`config.mk`:
```
export PLATFORM = sky130hd
export DESIGN_NAME = seg7_scan_ctrl
export DESIGN_NICKNAME = d
export VERILOG_FILES = /design/src/rtl/seg7_pkg.sv /design/src/rtl/seg7_scan_ctrl_dec.sv /design/src/rtl/seg7_scan_ctrl.sv
export SDC_FILE = /design/constraint.sdc
export NUM_CORES = 1
export LEC_CHECK = 0
export CAP_MARGIN = 20
export CORE_MARGIN = 2
export CORE_UTILIZATION = 30
export DETAILED_ROUTE_END_ITERATION = 6
export HOLD_SLACK_MARGIN = 0.06
export PLACE_DENSITY = 0.44
export REMOVE_ABC_BUFFERS = 1
export SLEW_MARGIN = 0
export SYNTH_ARGS = -nofsm -noshare
export SYNTH_HDL_FRONTEND = slang
export SYNTH_SLANG_ARGS = --single-unit
```
`constraint.sdc`:
```
create_clock -name clk -period 3.7 [get_ports clk]
set_input_delay 0.925 -clock clk [delete_from_list [all_inputs] [get_ports clk]]
set_output_delay 0.925 -clock clk [all_outputs]
set_load 0.05 [all_outputs]
```
`src/rtl/seg7_pkg.sv`:
```
// seg7_pkg: shared constants and types for the 7-segment scan controller.
//   NDIG        - number of multiplexed digits
//   SEG_BLANK   - active-low pattern with every segment off
//   SEG_DIGITS  - active-low Y6..Y0 patterns for BCD 0..9
//   slot_state_e- per-slot state: guard blank, then digit shown
package seg7_pkg;

    localparam int unsigned NDIG = 4;

    localparam logic [6:0] SEG_BLANK = 7'h7F;

    localparam logic [6:0] SEG_DIGITS [10] = '{
        7'h40, 7'h79, 7'h24, 7'h30, 7'h19,
        7'h12, 7'h02, 7'h58, 7'h00, 7'h10
    };

    typedef enum logic {
        BLANK = 1'b0,
        SHOW  = 1'b1
    } slot_state_e;

endpackage

```
`src/rtl/seg7_scan_ctrl_dec.sv`:
```
// seg7_scan_ctrl_dec: BCD to active-low 7-segment decoder.
//   i_bcd - BCD nibble
//   o_seg - segments Y6..Y0, active-low; value for A..F is a don't-care
module seg7_scan_ctrl_dec
    import seg7_pkg::*;
(
    input  logic [3:0] i_bcd,
    output logic [6:0] o_seg
);

    always_comb begin
        o_seg = '0;
        if (i_bcd < 4'd10) begin
            o_seg = SEG_DIGITS[i_bcd];
        end
    end

endmodule

```
`src/rtl/seg7_scan_ctrl.sv`:
```
// seg7_scan_ctrl: 4-digit common-anode 7-segment scan controller.
// One shared decoder, guard blank at each digit switch, new values taken
// through valid/ready and applied only at frame start.
//   clk, rst_n  - clock, asynchronous active-low reset
//   en          - display enable (low blanks pins, timing keeps running)
//   load_valid  - new 16-bit BCD value offered on value
//   load_ready  - a new value can be accepted
//   value       - four BCD digits, value[3:0] is digit 0 (rightmost)
//   seg         - segments Y6..Y0, active-low, registered
//   an          - digit enables, active-low, registered
//   frame_done  - one-cycle pulse for the last cycle of each frame
// Optional: define LEAD_ZERO_BLANK_EN to suppress leading zeros.
module seg7_scan_ctrl
    import seg7_pkg::*;
#(
    parameter int unsigned DIV   = 50000,
    parameter int unsigned GUARD = 500
) (
    input  logic        clk,
    input  logic        rst_n,
    input  logic        en,
    input  logic        load_valid,
    output logic        load_ready,
    input  logic [15:0] value,
    output logic [6:0]  seg,
    output logic [3:0]  an,
    output logic        frame_done
);

    localparam int unsigned CW = (DIV > 1) ? $clog2(DIV) : 1;
    localparam logic [CW-1:0] CNT_LAST  = CW'(DIV - 1);
    localparam logic [CW-1:0] CNT_GLAST = CW'(GUARD - 1);

    logic [CW-1:0]          r_cnt;
    logic [1:0]             r_dig;
    slot_state_e            r_state;
    slot_state_e            w_state_nxt;
    logic [15:0]            r_disp;
    logic [15:0]            r_pend;
    logic                   r_pf;
    logic [6:0]             r_seg;
    logic [3:0]             r_an;
    logic                   r_frame_done;

    logic                   w_cnt_wrap;
    logic                   w_frame_start;
    logic                   w_frame_end;
    logic                   w_xfer;
    logic [3:0]             w_nib;
    logic [6:0]             w_dec_seg;
    logic                   w_lz_blank;
    logic [6:0]             w_seg_d;
    logic [3:0]             w_an_d;

    assign w_cnt_wrap    = (r_cnt == CNT_LAST);
    assign w_frame_start = (r_dig == 2'd0) && (r_cnt == '0);
    assign w_frame_end   = (r_dig == 2'd3) && w_cnt_wrap;
    assign w_xfer        = load_valid && !r_pf;
    assign load_ready    = !r_pf;

    // Slot counter and digit index
    always_ff @(posedge clk or negedge rst_n) begin
        if (!rst_n) begin
            r_cnt <= '0;
            r_dig <= '0;
        end else if (w_cnt_wrap) begin
            r_cnt <= '0;
            r_dig <= r_dig + 2'd1;
        end else begin
            r_cnt <= r_cnt + 1'b1;
        end
    end

    // Slot FSM: state register
    always_ff @(posedge clk or negedge rst_n) begin
        if (!rst_n) begin
            r_state <= BLANK;
        end else begin
            r_state <= w_state_nxt;
        end
    end

    // Slot FSM: next state; state always tracks (cnt >= GUARD)
    always_comb begin
        w_state_nxt = r_state;
        unique case (r_state)
            BLANK: if (r_cnt == CNT_GLAST) w_state_nxt = SHOW;
            SHOW:  if (w_cnt_wrap)         w_state_nxt = BLANK;
            default: w_state_nxt = BLANK;
        endcase
    end

    // Pending register and frame-boundary apply; transfer needs !pf, so
    // apply and transfer never collide.
    always_ff @(posedge clk or negedge rst_n) begin
        if (!rst_n) begin
            r_disp <= '0;
            r_pend <= '0;
            r_pf   <= 1'b0;
        end else begin
            if (w_frame_start && r_pf) begin
                r_disp <= r_pend;
                r_pf   <= 1'b0;
            end
            if (w_xfer) begin
                r_pend <= value;
                r_pf   <= 1'b1;
            end
        end
    end

    assign w_nib = r_disp[{r_dig, 2'b00} +: 4];

    seg7_scan_ctrl_dec u_dec (
        .i_bcd (w_nib),
        .o_seg (w_dec_seg)
    );

`ifdef LEAD_ZERO_BLANK_EN
    always_comb begin
        w_lz_blank = 1'b0;
        unique case (r_dig)
            2'd3:    w_lz_blank = (r_disp[15:12] == 4'd0);
            2'd2:    w_lz_blank = (r_disp[15:8]  == 8'd0);
            2'd1:    w_lz_blank = (r_disp[15:4]  == 12'd0);
            default: w_lz_blank = 1'b0;
        endcase
    end
`else
    assign w_lz_blank = 1'b0;
`endif

    // Slot FSM: outputs, with blank / non-BCD override
    always_comb begin
        w_seg_d = SEG_BLANK;
        w_an_d  = '1;
        if ((r_state == SHOW) && en && !w_lz_blank) begin
            w_an_d  = ~(4'b0001 << r_dig);
            w_seg_d = (w_nib <= 4'd9) ? w_dec_seg : SEG_BLANK;
        end
    end

    always_ff @(posedge clk or negedge rst_n) begin
        if (!rst_n) begin
            r_seg        <= SEG_BLANK;
            r_an         <= '1;
            r_frame_done <= 1'b0;
        end else begin
            r_seg        <= w_seg_d;
            r_an         <= w_an_d;
            r_frame_done <= w_frame_end;
        end
    end

    assign seg        = r_seg;
    assign an         = r_an;
    assign frame_done = r_frame_done;

endmodule
```
# Yosys cells after proc, flatten, opt, wreduce, memory -nomap -nowiden
# Memory sizes are Yosys's and may differ from the RTL's.
# Index checks and enable logic that the tools add are counted.
# totals
register_bits	64
latchBits	0
mem_bits_rw	0
mem_bits_ro	112
in_bits	20
out_inout_bits	13
wordCells	44
mem_count	1
# mem_list
memory	depth	word_bits	read_ports	rd_clocked_by_memory_dff	write_ports	line_no	source
(no name shown)	16	7	1	0	0	seg7_scan_ctrl_dec.sv:14	o_seg = SEG_DIGITS[i_bcd];
# classes
n_addsub	2
multipliers	0
div_mod_pow	0
order_cmp	3
n_eq_ne	3
shifts	2
n_mux	12
n_bitwise	3
reduce_logical	9
# op_table
cell	n
$mux 7	5
$add 16x1->16 const B	1
$eq 16x16->1 const B	1
$eq 16x9->1 const B	1
$logic_not 16->1	1
$mux 16	1
$shiftx 16x5->4	1
$ge 5x5->1 const B	1
$logic_and 1x1->1	5
$not 4->5	1
$le 4x4->1 const B	1
$lt 4x4->1 const B	1
$mux 1	4
$mux 4	1
$not 4->4	1
$shl 1x2->4 const A	1
$add 2x1->2 const B	1
$eq 2x2->1 const B	1
$logic_not 2->1	1
$pmux 1 s2	1
$reduce_bool 2->1	1
$logic_not 1->1	1
$not 1->1	1

# Depth between registers and ports, before layout
# Gate-level depths: netlist of the first run.
# depth
depth_word	8
mapped_depth	8
ltp_nobuf	6

# By module
# A second synthesis of the first run with hierarchy kept.
# unflattened
hier_cells	220
area_unflattened_um2	2890.3
# by_module_without_submodules
module	n_inst	cells_per_inst	area_per_inst_um2	seq_area_each_um2
seg7_scan_ctrl	1	198	2727.6	1615.3
seg7_scan_ctrl_dec	1	22	162.7	0.0

# Worst setup path before layout of the first run
# Ideal clock, no wire load.
# synth_path
path_type	reg-to-reg
from	register r_cnt[11]
to	register r_disp[10]
setup_ns	0.125
arrival_time_ns	2.450
required_ns	3.575
slack_ns	1.124
path_stages_with_launch	7
n_path_buf	2
period_less_slack_ns	2.576
path_cell_list	dfrtp_1 or4_4 or4_4 or4_4 buf_6 buf_12 mux2_4
# synth_between
elab_chain_len	3
# synth_rtl
item	line_no	source
from (decl)	seg7_scan_ctrl.sv:34	logic [CW-1:0] r_cnt;
from (signal assigned)	seg7_scan_ctrl.sv:70	r_cnt <= r_cnt + 1'b1;
$logic_not 16->1	seg7_scan_ctrl.sv:56	assign w_frame_start = (r_dig == 2'd0) && (r_cnt == '0);
$logic_and 1x1->1	seg7_scan_ctrl.sv:56	
$logic_and 1x1->1	seg7_scan_ctrl.sv:101	if (w_frame_start && r_pf) begin
to (signal assigned)	seg7_scan_ctrl.sv:102	r_disp <= r_pend;
to (decl)	seg7_scan_ctrl.sv:38	logic [15:0] r_disp;
# Every way passes these cells.
# A chain may end at the register's enable or synchronous reset.

# Worst setup path in the final report of the first run
# Same ends and word-level chain as after synthesis.

==> impl_metrics.py, run 1 <==
metrics = {
    "floorplan": {
        "design.die.area_mm2": 0.0105,
        "start_util": 0.305,
        "core_mm2": 0.00959,
        "row_count": 36,
        "die_x_um": 103,
        "die_h_um": 103,
        "io_pins": 33,
    },
    "layout": {
        "ff_latch_area_mm2": 0.00162,
        "fin_nets": 294,
        "final_area_mm2": 0.00361,
        "areaGrowthSynthToFinish_pct": 23.4,
        "fillers": 927,
        "stdcell_count": 401,
        "multiInputGateArea_mm2": 0.00121,
        "layout-drive-gt1-share": 0.276,
        "antenna_cells": 0,
    },
    "critical_path": {
        "cp_cell_sequence": "or4_4, or4_4, or4_4, mux2_4",
        "critPathMostFrequentCell": "or4_4",
        "crit_fanout": 17,
        "path_class": "reg -> reg",
        "worst_path_max_delay_cell": "or4_4",
        "end_kind": "flop",
        "cp-start-kind": "flop",
        "crit_required_ns": 3.94,
        "slowest_delay_ns": 0.70,
        "cp.arrival_ns": 2.83,
    },
    "sta": {
        "setup_tns_ns": 0,
        "max_slew.worst_pin.slew_ns": 0.660,
        "finalCriticalPeriod_ns": 2.60,
        "final_max_slew_viol_count": 0,
        "fmax_ghz": 0.385,
        "finalCritPeriodShare": 0.701,
        "fin_hold_ws_ns": 0.503,
        "setup_viol": 0,
        "fin_ws_ns": 1.10,
        "rsz0062_at_grt": "false",
        "hold_violations": 0,
        "skew_ns": 0.0143,
        "relSlewSlack": 0.560,
    },
    "cts": {
        "post_cts_resized": 0,
        "insertion_delay_ns": 0.35,
        "cts_sinks": 64,
        "cts_setup_buffers": 0,
        "cts_tree": "built",
        "holdBufCountCts": 0,
        "cts_buffers": 9,
        "cts_buffer_depth": 2,
        "cts_root_buffer": "clkbuf_8",
        "h-tree-depth": 3,
        "path_clk_slew_ns": 0.07,
    },
    "place": {
        "dp_slack_ns": 1.10,
        "dp_cells": 385,
        "gp_congestion": 0.736,
        "place_area_mm2": 0.00338,
        "port_buffers": 32,
        "hpwl_um": 3730,
    },
    "drt": {
        "wl_per_cell_um": 13.4,
        "ant_nets": 0,
        "routed_wl_um": 5360,
        "route.detailed.drc": 0,
        "viasPerCell": 4.44,
        "num_vias": 1782,
        "drt_iter0_drc": 83,
        "firstDrtPassIters": 4,
    },
    "synthesis": {
        "syn_area_per_cell_um2": 13.0,
        "ys_top_cells_by_count": "dfrtp_1 (53), mux2_2 (24), nand2_1 (12), nor2_1 (12)",
        "synth_cell_types": 35,
        "synthesis.area_mm2": 0.00292,
        "yosys.area.top_type_share": 0.454,
        "synth.most_common_cell": "dfrtp_1",
        "ys_async_sr_fraction": 1.00,
        "synth-edff-count": 0,
        "ys_seq_area_frac": 0.553,
        "ys.flop_type": "dfrtp_1",
        "synth_cells": 224,
        "synth_area_leader_cell": "dfrtp_1",
        "synth-seq-cells": 64,
        "yosysWarningCount": 0,
        "synthTopCellsByArea": "dfrtp_1 (45%), dfstp_2 (9.9%), mux2_2 (9.3%)",
    },
    "power": {
        "powerDensity_mw_per_mm2": 410,
        "peakVddDrop_uv": 178,
        "p_leak_nw": 1.56,
    },
    "global_routing": {
        "grt_busiest_layer": "met1",
        "globalRouteMet3Util": 0.0481,
        "gr-total-overflow": 0,
        "grt_use_met1": 0.175,
        "use_met2": 0.155,
        "grt_use_total": 0.120,
        "grt_pass1_wl_um": 9250,
        "antenna_found_initial": 0,
        "grt_max_degree": 29,
        "grt_pass1_vias": 1752,
    },
    "hold_path": {
        "hp-class": "reg -> reg",
    },
    "flow_run": {
        "drv_cap": 0,
    },
    "outcome": {
        "outcome": "complete, no violations",
    },
}
-- worst max-delay path: cells and delay by family (launching register included) --
family,cells,cell delay (ns)
mux,1,0.35
simple gates,3,1.71
flops,1,0.42
-- layout by cell type (no fill, tap or decap), types with 2 or more instances in the layout --
cell / instances
mux2_2: 24
bufinv_16: 2
and3_1: 2
o211ai_1: 2
inv_6: 2
mux2i_1: 5
inv_1: 11
nand3_1: 11
ha_1: 11
xnor2_1: 5
clkdlybuf4s50_1: 31
a21oi_1: 2
o21a_1: 2
or4_4: 3
nand2_1: 12
nor2_1: 12
or4_1: 2
mux4_2: 4
dfstp_2: 11
xor2_1: 6
buf_4: 4
nand4_1: 4
clkinv_4: 2
nor3_1: 4
nand2b_1: 2
and4_1: 2
o21ai_0: 6
o31ai_1: 3
clkbuf_8: 9
mux2_4: 9
nor2b_1: 2
dfrtp_1: 53
-- flip-flops by register name (all words and copies together) (netlist names) --
| name | cells |
|---|---|
| r_cnt | 16 |
| r_disp | 16 |
| r_pend | 16 |
| seg | 7 |
| an | 4 |
| r_dig | 2 |
| frame_done | 1 |
| r_pf | 1 |
| r_state | 1 |
-- layout make-up --
class / count / area share
Sequential cell: 64 / 0.448
Multi-Input combinational cell: 141 / 0.336
Timing Repair Buffer: 36 / 0.0958
Tap cell: 133 / 0.0461
Clock buffer: 9 / 0.0344
Clock inverter: 7 / 0.0285
Inverter: 11 / 0.0115
-- report_power, final --
group	total, W	internal (W)	leakage (nW)	switching (W)
sequential	0.000735	0.000722	0.806	0.0000125
combinational	0.0000563	0.0000349	0.642	0.0000214
clock	0.000686	0.000386	0.110	0.000300
-- final timing paths --
kind | start | to | slack [ns] | cells past startpoint
setup reg to reg | r_cnt[11] | r_disp[10] | 1.10 | 4
max in group asynchronous | rst_n | an[2] | 2.31 | 2
hold / removal | r_cnt[12] | r_cnt[12] | 0.50 | 1
hold reg to reg | r_cnt[12] | r_cnt[12] | 0.50 | 1
setup / recovery | r_cnt[11] | r_disp[10] | 1.10 | 4
min in group asynchronous | rst_n | r_cnt[5] | 0.61 | 1
-- cell families (layout without fill, tap and decap cells) --
logic type,after synthesis,after routing,share of synthesized area
simple gates,59,59,0.108
fa+ha+maj,11,11,0.0471
mux,42,42,0.187
flops,64,64,0.553
compound gates,18,18,0.0398
xor+xnor,11,11,0.0330
buf+inv,19,63,0.0325
-- layer usage --
layer / part of all wire / wire length [um]
met1: 0.53 / 2860
met5: 0 / 0
met3: 0.046 / 245
met2: 0.40 / 2170
met4: 0.017 / 89
-- metrics by stage --
stage	utilization	power, W
after global placement	0.352	0.000808
final	0.376	0.00148
after CTS	0.376	0.00150
after floorplan	-	0.000764
after detailed placement	0.352	0.000808
after global routing	0.376	0.00155
(Power assumes the default switching activity.)
==> run 2: changes to the inputs <==
--- a/config.mk
+++ b/config.mk
@@ -10,7 +10,7 @@
 export CORE_UTILIZATION = 30
 export DETAILED_ROUTE_END_ITERATION = 6
 export HOLD_SLACK_MARGIN = 0.06
-export PLACE_DENSITY = 0.44
+export PLACE_DENSITY = 0.46
 export REMOVE_ABC_BUFFERS = 1
 export SLEW_MARGIN = 0
 export SYNTH_ARGS = -nofsm -noshare
==> constraint.sdc (replaced) <==
create_clock -name clk -period 2.3 [get_ports clk]
set_input_delay 0.575 -clock clk [delete_from_list [all_inputs] [get_ports clk]]
set_output_delay 0.575 -clock clk [all_outputs]
set_load 0.05 [all_outputs]
==> impl_metrics.py, run 2 (synthesis results as in run 1) <==
metrics = {
    "critical_path": {
        "end_kind": "flop",
        "regToRegSetupSlack_ns": -0.04,
        "worstSetupStartpoint": "r_cnt[10]",
        "path_class": "reg -> reg",
        "critPathMostFrequentCell": "or4_4",
        "cp-start-kind": "flop",
        "worst_path_max_delay_cell": "or4_4",
        "crit_required_ns": 2.52,
        "slowest_delay_ns": 0.52,
        "cp_cell_sequence": "or4_4, or4_4, or4_4, mux2_4",
        "crit_path_end": "r_disp[11]",
        "rr_worst_depth": 4,
        "r2r-start": "r_cnt[10]",
        "cp.arrival_ns": 2.56,
        "crit_fanout": 5,
        "r2r_end": "r_disp[11]",
    },
    "sta": {
        "finalCriticalPeriod_ns": 2.34,
        "fmax_ghz": 0.428,
        "final_max_slew_viol_count": 0,
        "hold_violations": 0,
        "relSlewSlack": 0.670,
        "rsz0062_at_grt": "true",
        "fin_ws_ns": -0.0362,
        "skew_ns": 0.0124,
        "fin_hold_ws_ns": 0.143,
        "max_slew.worst_pin.slew_ns": 0.494,
        "setup_tns_ns": -0.295,
        "setup_viol": 12,
        "finalCritPeriodShare": 1.02,
    },
    "cts": {
        "path_clk_slew_ns": 0.08,
        "cts_buffer_depth": 2,
        "insertion_delay_ns": 0.35,
        "cts_sinks": 64,
        "h-tree-depth": 3,
        "cts_root_buffer": "clkbuf_8",
        "cts_tree": "built",
        "cts_buffers": 9,
    },
    "drt": {
        "num_vias": 1859,
        "viasPerCell": 4.47,
        "route.detailed.drc": 0,
        "drt_iter0_drc": 53,
        "routed_wl_um": 5730,
        "ant_nets": 0,
        "wl_per_cell_um": 13.8,
        "firstDrtPassIters": 4,
    },
    "layout": {
        "fin_nets": 309,
        "reg_top3": "r_cnt: 16 flops, r_disp: 16 flops, r_pend: 16 flops",
        "mostFrequentLayoutCells": "dfrtp_1 (52), clkdlybuf4s50_1 (31), mux2_2 (24)",
        "areaGrowthSynthToFinish_pct": 29.5,
        "layout-drive-gt1-share": 0.322,
        "mostFrequentLayoutCell": "dfrtp_1",
        "antenna_cells": 0,
    },
    "place": {
        "port_buffers": 32,
        "dp_slack_ns": -0.208,
        "hpwl_um": 3800,
        "gp_congestion": 0.795,
    },
    "outcome": {
        "outcome": "complete, but fails checks",
        "failed_checks": "negative setup slack",
    },
    "power": {
        "peakVddDrop_uv": 334,
        "p_sw_frac": 0.208,
        "p_seq_frac": 0.473,
        "p_leak_nw": 1.65,
        "net-switching-power_w": 0.000520,
        "combPwrFrac": 0.037,
        "powerDensity_mw_per_mm2": 659,
        "p_clk_frac": 0.489,
        "p_int_w": 0.00197,
    },
    "global_routing": {
        "grt_pass1_vias": 1856,
        "antenna_found_initial": 0,
        "grt_max_degree": 51,
        "grt_use_total": 0.124,
        "grt_pass1_wl_um": 9660,
        "gr-total-overflow": 0,
    },
    "floorplan": {
        "die_x_um": 103,
        "core_mm2": 0.00959,
        "die_h_um": 103,
        "row_count": 36,
        "start_util": 0.305,
        "io_pins": 33,
        "design.die.area_mm2": 0.0105,
    },
    "hold_path": {
        "hp-class": "in -> async",
    },
    "flow_run": {
        "drv_cap": 0,
    },
}
## run 2: changes by cell type in the layout (fill, tap and decap cells not counted), sizes merged
cell    change
buf        +13
inv         -1
clkbuf      +1
clkinv      -1
or4         +2
bufinv      +1
## run 2: cell type report
type | instances | area [um2]
Clock buffer | 10 | 138
Clock inverter | 6 | 115
Fill cell | 930 | 5810
Inverter | 11 | 41.3
Multi-Input combinational cell | 143 | 1240
Sequential cell | 64 | 1620
Tap cell | 133 | 166
Timing Repair Buffer | 49 | 468
## run 2: power groups by stage
stage          combinational, W  clock (W)  sequential [W]
3_5_place_dp          0.0000960          0         0.00120
2_1_floorplan         0.0000328          0         0.00120
6_report              0.0000927    0.00122         0.00118
5_1_grt                0.000103    0.00131         0.00119
3_3_place_gp          0.0000937          0         0.00120
4_1_cts               0.0000965    0.00126         0.00118
## run 2: how the worst min path moves through the flow
| stage | end | cells after the start |
|---|---|---|
| global route | r_cnt[7] | 1 |
| finish | r_cnt[10] | 1 |
| floorplan | frame_done | 0 |
| CTS | r_cnt[10] | 1 |
| detailed placement | r_cnt[15] | 1 |
| global placement | r_disp[0] | 1 |
## run 2: critical path, delay by kind of cell, from the launching register on
kind | cells | cell delay [ns]
flip-flops | 1 | 0.39
AND/OR/NAND/NOR | 3 | 1.51
multiplexers | 1 | 0.32
## run 2: through the flow
step | cells | cell area (um2) | util | power, W
final | 416 | 3780 | 0.394 | 0.00250
after global routing | 416 | 3780 | 0.394 | 0.00260
after CTS | 416 | 3780 | 0.394 | 0.00254
after detailed placement | 397 | 3490 | 0.364 | 0.00130
after global placement | 397 | 3490 | 0.364 | 0.00130
after floorplan | 216 | 2870 | - | 0.00123
## run 2: repair_timing
| action | CTS | global route |
|---|---|---|
| buffers inserted | 1 | 0 |
| resized for setup | 2 | 2 |
| pin swaps | 1 | 0 |
| endpoints found under the setup margin | 17 | 29 |
| hold buffers | 0 | 0 |
| gates cloned | 2 | 0 |
## run 2: layer usage
layer	wire, um	up-vias	global-route usage
met5	0	-	0
met4	113	0	0.0585
met3	200	10	0.0346
met2	2570	29	0.179
met1	2850	916	0.173
li1	-	904	-
==> run 3: changes to the inputs <==
--- a/config.mk
+++ b/config.mk
@@ -9,10 +9,10 @@
 export CORE_MARGIN = 2
 export CORE_UTILIZATION = 30
 export DETAILED_ROUTE_END_ITERATION = 6
-export HOLD_SLACK_MARGIN = 0.06
+export HOLD_SLACK_MARGIN = 0.15
 export PLACE_DENSITY = 0.46
 export REMOVE_ABC_BUFFERS = 1
-export SLEW_MARGIN = 0
+export SKIP_CTS_REPAIR_TIMING = 1
 export SYNTH_ARGS = -nofsm -noshare
 export SYNTH_HDL_FRONTEND = slang
 export SYNTH_SLANG_ARGS = --single-unit
==> impl_metrics.py, run 3 (synthesis results as in run 1) <==
metrics = {
    "layout": {
        "areaGrowthSynthToFinish_pct": 29.3,
        "mostFrequentLayoutCell": "dfrtp_1",
        "final_area_mm2": 0.00378,
        "antenna_cells": 0,
        "mostFrequentLayoutCells": "dfrtp_1 (52), clkdlybuf4s50_1 (31), mux2_2 (24)",
        "layout-drive-gt1-share": 0.319,
        "reg_top3": "r_cnt: 16 flops, r_disp: 16 flops, r_pend: 16 flops",
        "fin_nets": 308,
        "stdcell_count": 415,
    },
    "critical_path": {
        "crit_required_ns": 2.53,
        "path_class": "reg -> reg",
        "critPathMostFrequentCell": "or4_4",
        "cp_cell_sequence": "or4_4, or4_4, or4_4, mux2_4",
        "end_kind": "flop",
        "cp-start-kind": "flop",
        "cp.arrival_ns": 2.56,
        "worstSetupStartpoint": "r_cnt[10]",
        "r2r_end": "r_disp[7]",
        "regToRegSetupSlack_ns": -0.03,
        "crit_fanout": 5,
        "path_buf_inv": 0,
        "slowest_delay_ns": 0.52,
        "r2r-start": "r_cnt[10]",
        "worst_path_max_delay_cell": "or4_4",
        "cp_top_family": "simple AND/OR/NAND/NOR gates",
        "rr_worst_depth": 4,
    },
    "place": {
        "gp_congestion": 0.795,
        "hpwl_um": 3800,
        "port_buffers": 32,
        "dp_cells": 397,
        "place_area_mm2": 0.00349,
    },
    "floorplan": {
        "die_h_um": 103,
        "start_util": 0.305,
        "row_count": 36,
        "core_mm2": 0.00959,
        "io_pins": 33,
        "die_x_um": 103,
        "design.die.area_mm2": 0.0105,
    },
    "drt": {
        "num_vias": 1858,
        "drt_iter0_drc": 45,
        "viasPerCell": 4.48,
        "wl_per_cell_um": 13.8,
        "ant_nets": 0,
        "route.detailed.drc": 0,
        "firstDrtPassIters": 4,
        "routed_wl_um": 5720,
    },
    "sta": {
        "max_slew.worst_pin.slew_ns": 0.494,
        "setup_tns_ns": -0.281,
        "rsz0062_at_grt": "true",
        "skew_ns": 0.0117,
        "hold_violations": 0,
        "setup_viol": 12,
        "relSlewSlack": 0.670,
        "fmax_ghz": 0.429,
        "final_max_slew_viol_count": 0,
        "finalCritPeriodShare": 1.01,
        "finalCriticalPeriod_ns": 2.33,
        "fin_hold_ws_ns": 0.144,
        "fin_ws_ns": -0.0322,
    },
    "power": {
        "p_sw_frac": 0.209,
        "p_seq_frac": 0.473,
        "powerDensity_mw_per_mm2": 661,
        "p_clk_frac": 0.490,
        "combPwrFrac": 0.037,
        "peakVddDrop_uv": 334,
        "net-switching-power_w": 0.000521,
        "p_int_w": 0.00197,
        "p_total_w": 0.00250,
        "p_leak_nw": 1.64,
    },
    "cts": {
        "cts_root_buffer": "clkbuf_8",
        "cts_buffers": 9,
        "cts_tree": "built",
        "cts_sinks": 64,
        "cts_buffer_depth": 2,
        "h-tree-depth": 3,
        "path_clk_slew_ns": 0.08,
        "insertion_delay_ns": 0.35,
    },
    "global_routing": {
        "grt_pass1_vias": 1811,
        "antenna_found_initial": 0,
        "gr-total-overflow": 0,
        "grt_pass1_wl_um": 9190,
        "grt_max_degree": 51,
        "grt_use_total": 0.118,
    },
    "outcome": {
        "outcome": "complete, but fails checks",
        "failed_checks": "negative setup slack",
    },
    "flow_run": {
        "drv_cap": 0,
    },
    "hold_path": {
        "hp-class": "in -> async",
    },
}
## run 3: how the worst max path moves through the flow
stage / endpoint / slack, ns / cells past startpoint
finish: r_disp[7] / -0.03 / 4
global route: r_disp[8] / -0.09 / 4
detailed placement: r_disp[7] / -0.21 / 4
global placement: r_disp[12] / -0.18 / 4
floorplan: r_dig[1] / -0.28 / 4
CTS: r_disp[14] / -0.22 / 4
## run 3: cell type report
cell class | instances | area (um2)
sequential | 64 | 1620
fill | 927 | 5820
inverter | 11 | 41.3
clock buffer | 10 | 138
multi-input combinational | 143 | 1240
tap | 133 | 166
timing repair buffer | 48 | 460
clock inverter | 6 | 115
## run 3: per-stage QoR
stage           util  setup slack [ns]
4_1_cts        0.391            -0.220
2_1_floorplan      -            -0.276
6_report       0.394           -0.0322
3_3_place_gp   0.364            -0.184
3_5_place_dp   0.364            -0.208
5_1_grt        0.394           -0.0853
## run 3: per-layer routing
metal	vias to the layer above	track usage	share of wire	wire (um)
met2	31	0.167	0.45	2570
li1	903	-	-	-
met3	10	0.0346	0.039	225
met1	914	0.165	0.49	2810
met5	-	0	0	0
met4	0	0.0585	0.020	114
## run 3: power groups by stage
| stage | Sequential (W) | Clock (W) | Combinational [W] |
|---|---|---|---|
| after floorplan | 0.00120 | 0 | 0.0000328 |
| after global placement | 0.00120 | 0 | 0.0000937 |
| after detailed placement | 0.00120 | 0 | 0.0000960 |
| after CTS | 0.00118 | 0.00126 | 0.0000965 |
| after global routing | 0.00119 | 0.00131 | 0.000103 |
| final | 0.00118 | 0.00122 | 0.0000928 |
